<file path="src/rtl/serial_add2_unit.sv">
// Multi-cycle WIDTH-bit adder/subtractor that resolves one 2-bit ripple-carry slice per clock.
// Define SERIAL_ADD_OVF_EN to build the signed-overflow flag; otherwise overflow is tied to 0.

module rca2bit (
    input  logic [1:0] a,
    input  logic [1:0] b,
    input  logic       cin,
    output logic [1:0] sum,
    output logic       cout
);
    logic c1;

    always_comb begin
        sum[0] = a[0] ^ b[0] ^ cin;
        c1     = (a[0] & b[0]) | (cin & (a[0] ^ b[0]));
        sum[1] = a[1] ^ b[1] ^ c1;
        cout   = (a[1] & b[1]) | (c1 & (a[1] ^ b[1]));
    end
endmodule

module serial_add2_unit #(
    parameter int WIDTH = 32
) (
    input  logic             clock,
    input  logic             reset,
    input  logic             in_valid,
    output logic             in_ready,
    input  logic [WIDTH-1:0] data_operandA,
    input  logic [WIDTH-1:0] data_operandB,
    input  logic             ctrl_sub,
    output logic             out_valid,
    input  logic             out_ready,
    output logic [WIDTH-1:0] data_result,
    output logic             cout,
    output logic             overflow
);
    localparam int SLICES = WIDTH / 2;
    localparam int CW     = (SLICES > 1) ? $clog2(SLICES) : 1;
    localparam logic [CW-1:0] LAST = CW'(SLICES - 1);

    typedef enum logic [1:0] {
        IDLE = 2'd0,
        RUN  = 2'd1,
        DONE = 2'd2
    } state_t;

    state_t            state_q, state_d;
    logic [CW-1:0]     count_q, count_d;
    logic              carry_q, carry_d;
    logic [WIDTH-1:0]  a_q, a_d;
    logic [WIDTH-1:0]  b_q, b_d;
    logic [WIDTH-1:0]  result_q, result_d;
    logic              cout_q, cout_d;

    logic [CW:0]       bit_idx;
    logic [1:0]        slice_a;
    logic [1:0]        slice_b;
    logic [1:0]        slice_sum;
    logic              slice_cout;
    logic              last_slice;

    assign bit_idx    = {count_q, 1'b0};
    assign slice_a    = a_q[bit_idx +: 2];
    assign slice_b    = b_q[bit_idx +: 2];
    assign last_slice = (count_q == LAST);

    rca2bit u_slice (
        .a    (slice_a),
        .b    (slice_b),
        .cin  (carry_q),
        .sum  (slice_sum),
        .cout (slice_cout)
    );

    always_comb begin
        state_d  = state_q;
        count_d  = count_q;
        carry_d  = carry_q;
        a_d      = a_q;
        b_d      = b_q;
        result_d = result_q;
        cout_d   = cout_q;

        case (state_q)
            IDLE: begin
                if (in_valid) begin
                    // Subtraction is A + ~B + 1: invert B here and seed the carry with 1.
                    state_d = RUN;
                    a_d     = data_operandA;
                    b_d     = data_operandB ^ {WIDTH{ctrl_sub}};
                    carry_d = ctrl_sub;
                    count_d = '0;
                end
            end
            RUN: begin
                result_d[bit_idx +: 2] = slice_sum;
                carry_d                = slice_cout;
                if (last_slice) begin
                    state_d = DONE;
                    cout_d  = slice_cout;
                end else begin
                    count_d = count_q + CW'(1);
                end
            end
            DONE: begin
                if (out_ready) begin
                    state_d = IDLE;
                end
            end
            default: begin
                state_d = IDLE;
            end
        endcase
    end

    always_ff @(posedge clock or negedge reset) begin
        if (!reset) begin
            state_q  <= IDLE;
            count_q  <= '0;
            carry_q  <= 1'b0;
            a_q      <= '0;
            b_q      <= '0;
            result_q <= '0;
            cout_q   <= 1'b0;
        end else begin
            state_q  <= state_d;
            count_q  <= count_d;
            carry_q  <= carry_d;
            a_q      <= a_d;
            b_q      <= b_d;
            result_q <= result_d;
            cout_q   <= cout_d;
        end
    end

    assign in_ready    = (state_q == IDLE);
    assign out_valid   = (state_q == DONE);
    assign data_result = result_q;
    assign cout        = cout_q;

`ifdef SERIAL_ADD_OVF_EN
    logic ovf_q, ovf_d;
    logic carry_into_msb;

    // The carry into the MSB is the slice's internal carry, recovered as a ^ b ^ sum at bit 1.
    assign carry_into_msb = slice_a[1] ^ slice_b[1] ^ slice_sum[1];

    always_comb begin
        ovf_d = ovf_q;
        if (state_q == RUN && last_slice) begin
            ovf_d = carry_into_msb ^ slice_cout;
        end
    end

    always_ff @(posedge clock or negedge reset) begin
        if (!reset) begin
            ovf_q <= 1'b0;
        end else begin
            ovf_q <= ovf_d;
        end
    end

    assign overflow = ovf_q;
`else
    assign overflow = 1'b0;
`endif

endmodule

</file>
<file path="config.mk">
export PLATFORM = sky130hd
export DESIGN_NAME = serial_add2_unit
export DESIGN_NICKNAME = d
export VERILOG_FILES = /design/src/rtl/serial_add2_unit.sv
export SDC_FILE = /design/constraint.sdc
export NUM_CORES = 1
export LEC_CHECK = 0
export ABC_AREA = 0
export CORE_ASPECT_RATIO = 1.75
export CORE_MARGIN = 2
export CORE_UTILIZATION = 42
export DETAILED_ROUTE_END_ITERATION = 12
export HOLD_SLACK_MARGIN = 0.05
export PLACE_DENSITY = 0.73
export SLEW_MARGIN = 20
export SYNTH_ARGS = -nofsm -noshare
export SYNTH_HDL_FRONTEND = slang
export SYNTH_SLANG_ARGS = --single-unit
export TNS_END_PERCENT = 20
</file>
<file path="constraint.sdc">
create_clock -name clock -period 3 [get_ports clock]
set_input_delay 0.9 -clock clock [delete_from_list [all_inputs] [get_ports clock]]
set_output_delay 0.9 -clock clock [all_outputs]
set_load 0.02 [all_outputs]
</file>
==> out/results.tsv <==
stage	metric	value	unit
global_route	GR Util met2	0.3333	
floorplan	Die Span X	87.85	um
drt	antenna-violating nets left	0	
yosys	area fraction in compound gates after synthesis	0.07385	
worst_setup_path	critical path arrival	3110	ps
global_route	GR Layer Usage met3	0.02467	
yosys	share of Yosys cell area claimed by the top area cell type	0.5036	
floorplan	area of the die	13240	um2
timing	final worst path period share	0.9605	
power	Clock power frac	0.153	
global_route	first-pass GRT wire length	18.56	mm
place	Placement Setup Slack	24.03	ps
timing	final setup vio count	0	
timing	relative slew slack	0.5873	
global_route	largest net degree at the start of global routing	101	
layout	Fillers	1021	
power	power per cell area	1131	nW/um2
worst_setup_path	CP Launch Type	flip-flop	
yosys	Simple-Gate Fraction of Synth Area	0.08499	
clock_tree	clock slew at reported path FFs	70	ps
worst_setup_path	r2r setup slk	120	ps
hold_path	Hold Path Class	reg2reg	
layout	Final #Nets	596	
timing	Slew @ Worst Pin	619.0	ps
yosys	XOR/XNOR share of the synthesized area	0.06102	
drt	# DRC	0	
worst_setup_path	Worst R2R Path Depth	8	
floorplan	core area	12000	um2
global_route	vias in the first global route	3720	
clock_tree	hold buffers post-CTS	0	
drt	vias	3513	
power	Flop pwr share	0.328	
yosys	Unique masters post-synth	50	
power	Power, Total	0.007582	W
yosys	total number of yosys warnings	0	
layout	Syn-to-layout area delta	29.69	%
hold_path	Worst Min Path Start	data_result[26]$_DFFE_PN0P_	
worst_setup_path	reg2reg start	count_q[0]$_DFFE_PN0P_	
timing	fin. max-slew vios	0	
global_route	total track usage	0.1854	
place	Final HPWL DP	8.834	mm
drt	Pre-antenna DRT Iters	4	
yosys	top-count cell post-synth	dfrtp_1	
drt	final WL	11.76	mm
clock_tree	# clock sinks	104	
global_route	global routing's busiest layer	met2	
yosys	Syn Inst Count	417	
floorplan	Die Y	150.7	um
global_route	met1 GRT Util	0.2045	
power	switch share	0.3852	
yosys	Synth Area in Adders	0.01743	
floorplan	boundary pin count	105	
timing	FMAX	347.0	MHz
yosys	dominant cell type by area after synthesis	dfrtp_1	
worst_setup_path	critical path data required time	3220	ps
worst_setup_path	Setup CP Type	reg2reg	
power	P_leak	2.794	nW
flow_run	max_cap viols	0	
place	number of port buffers	103	
drt	DR iter-0 viols	175	
timing	Tmin final	2882	ps
worst_setup_path	Worst setup EP type	flip-flop	
power	Switch Pwr	0.002920	W
clock_tree	clk_lat worst skew	340	ps
yosys	Syn Area/Cell	12.39	um2
layout	Ant. Diodes	0	
yosys	synthesized cell area	5167	um2
drt	detailed-route wire length per cell	17.01	um
yosys	dominant cells by area after synthesis	dfrtp_1 (50%), mux2_2 (12%), xnor2_1 (5.9%)	
drt	vias per cell	5.084	
global_route	gr ovfl total	0	
yosys	EDFF count, synth	0	
yosys	Seq/Total Area, Yosys	0.5036	
floorplan	row count	53	
power	Internal	0.004662	W
layout	Final Instance Count excl. Fillers	691	
clock_tree	CTS tree	done	
outcome	run status	finished, final reports clean	
hold_path	Worst Hold Path Cells	1	
yosys	#FFs+latches synth	104	
layout	share of post-route cells with drive strength above 1	0.2262	
worst_setup_path	reg2reg end	data_result[11]$_DFFE_PN0P_	
timing	Final Hold Viols	0	
yosys	Top FF cell, synth	dfrtp_1	
worst_setup_path	largest fanout on the critical path	5	
floorplan	Initial Util	0.4305	
clock_tree	Clock Root Buffer	clkbuf_16	
global_route	antenna violations before repair	0	
clock_tree	total CTS buffers	9	
place	Inst Count DP	669	
power	Comb power frac	0.519	
yosys	mux cell area share after synthesis	0.2153	
place	Final GP Congestion	0.8390	
clock_tree	Longest Clk Path Bufs	2	
yosys	main combinational cell family by area after synthesis	multiplexers	
timing	Worst Clk Skew	7.864	ps
yosys	syn nets	492	
clock_tree	CTS H-tree depth	3	
timing	Fin Setup TNS	0	ps
hold_path	endpoint of the worst hold-timing path	data_result[26]$_DFFE_PN0P_	
power	Worst VDD drop	0.0005633	V
yosys	FFs w/ async S/R, synth	1.000	
yosys	top cells by count, synth	dfrtp_1 (104), mux2_2 (53), nor2_1 (50)	
timing	post-route setup slack	118.5	ps
-- critical path, stage by stage (launching register included) --
cell and delay, ps:
dfrtp_2 380, buf_2 180, mux4_2 510, a22oi_1 170
o21ai_1 140, fa_2 380, fa_1 480, and3_1 240
mux2_1 300
-- what timing repair did --
action | 4_1_cts | 5_1_grt
setup endpoints to repair | 0 | 17
gates resized for setup | 0 | 3
buffers inserted | 0 | 6
-- per-stage QoR --
step	hold WS [ps]	cell area, um2	util
2_1_floorplan	475.2	5176	-
3_3_place_gp	469.0	6332	0.5276
3_5_place_dp	476.8	6332	0.5276
4_1_cts	492.4	6631	0.5525
5_1_grt	501.7	6701	0.5583
6_report	485.9	6701	0.5583
-- cells in the final DEF (no fill, tap or decap), types with 3 or more instances in the layout --
master and n:
nand3_1 4, xnor2_1 35, clkbuf_16 9, buf_12 3
o21ai_1 4, ha_1 4, mux2_2 53, mux4_2 8
mux2i_1 17, a221oi_1 7, clkdlybuf4s50_1 101, a21oi_1 33
dfrtp_1 103, a22oi_1 4, inv_1 4, and3_1 3
nor2_1 50, nand2_1 7, mux2_1 12, buf_4 16
-- per-layer routing --
layer,up-vias,part of all wire,routed length (um)
met1,1748,0.37,4338
met2,77,0.57,6648
met4,0,0.040,467
met3,29,0.026,300
met5,-,0,0
li1,1659,-,-
-- cell type report --
| cell class | instances | area [um2] | area share |
|---|---|---|---|
| repair buffers | 123 | 1212 | 0.1809 |
| inverters | 5 | 18.77 | 0.002801 |
| multi-input cells | 278 | 2361 | 0.3523 |
| flip-flops and latches | 104 | 2604 | 0.3885 |
| well taps | 165 | 206.4 | 0.03081 |
| clock buffers | 11 | 242.7 | 0.03622 |
| clock inverters | 5 | 56.30 | 0.008402 |
-- state kept, by name (all words and copies together), names as in the netlist --
signal,flops
data_result,32
carry_q,1
cout,1
state_q,2
b_q,32
count_q,4
a_q,32
-- logic make-up after synthesis --
family / Yosys count
and+or+nand+nor: 83
adders and majority gates: 6
DFF: 104
other: 1
AOI/OAI and AO/OA: 60
xor gates and xnor gates: 36
buffers and inverters: 35
muxes: 92
-- worst max-delay path by stage --
stage / startpoint / to / slack [ps] / cells past startpoint
finish: count_q[0]$_DFFE_PN0P_ / data_result[11]$_DFFE_PN0P_ / 120 / 8
global route: count_q[0]$_DFFE_PN0P_ / data_result[27]$_DFFE_PN0P_ / -8 / 10
CTS: count_q[0]$_DFFE_PN0P_ / data_result[11]$_DFFE_PN0P_ / 20 / 9
detailed placement: count_q[0]$_DFFE_PN0P_ / data_result[11]$_DFFE_PN0P_ / 20 / 9
global placement: count_q[0]$_DFFE_PN0P_ / data_result[19]$_DFFE_PN0P_ / 110 / 7
floorplan: count_q[0]$_DFFE_PN0P_ / data_result[19]$_DFFE_PN0P_ / -5 / 10
-- power by group through the flow --
stage | combinational (W) | sequential, W | clock (W)
finish | 0.00393 | 0.00249 | 0.00116
global route | 0.00428 | 0.00256 | 0.00126
CTS | 0.00384 | 0.00252 | 0.00120
detailed placement | 0.00382 | 0.00254 | 0
global placement | 0.00370 | 0.00251 | 0
floorplan | 0.00263 | 0.00257 | 0
(Power assumes the default switching activity.)
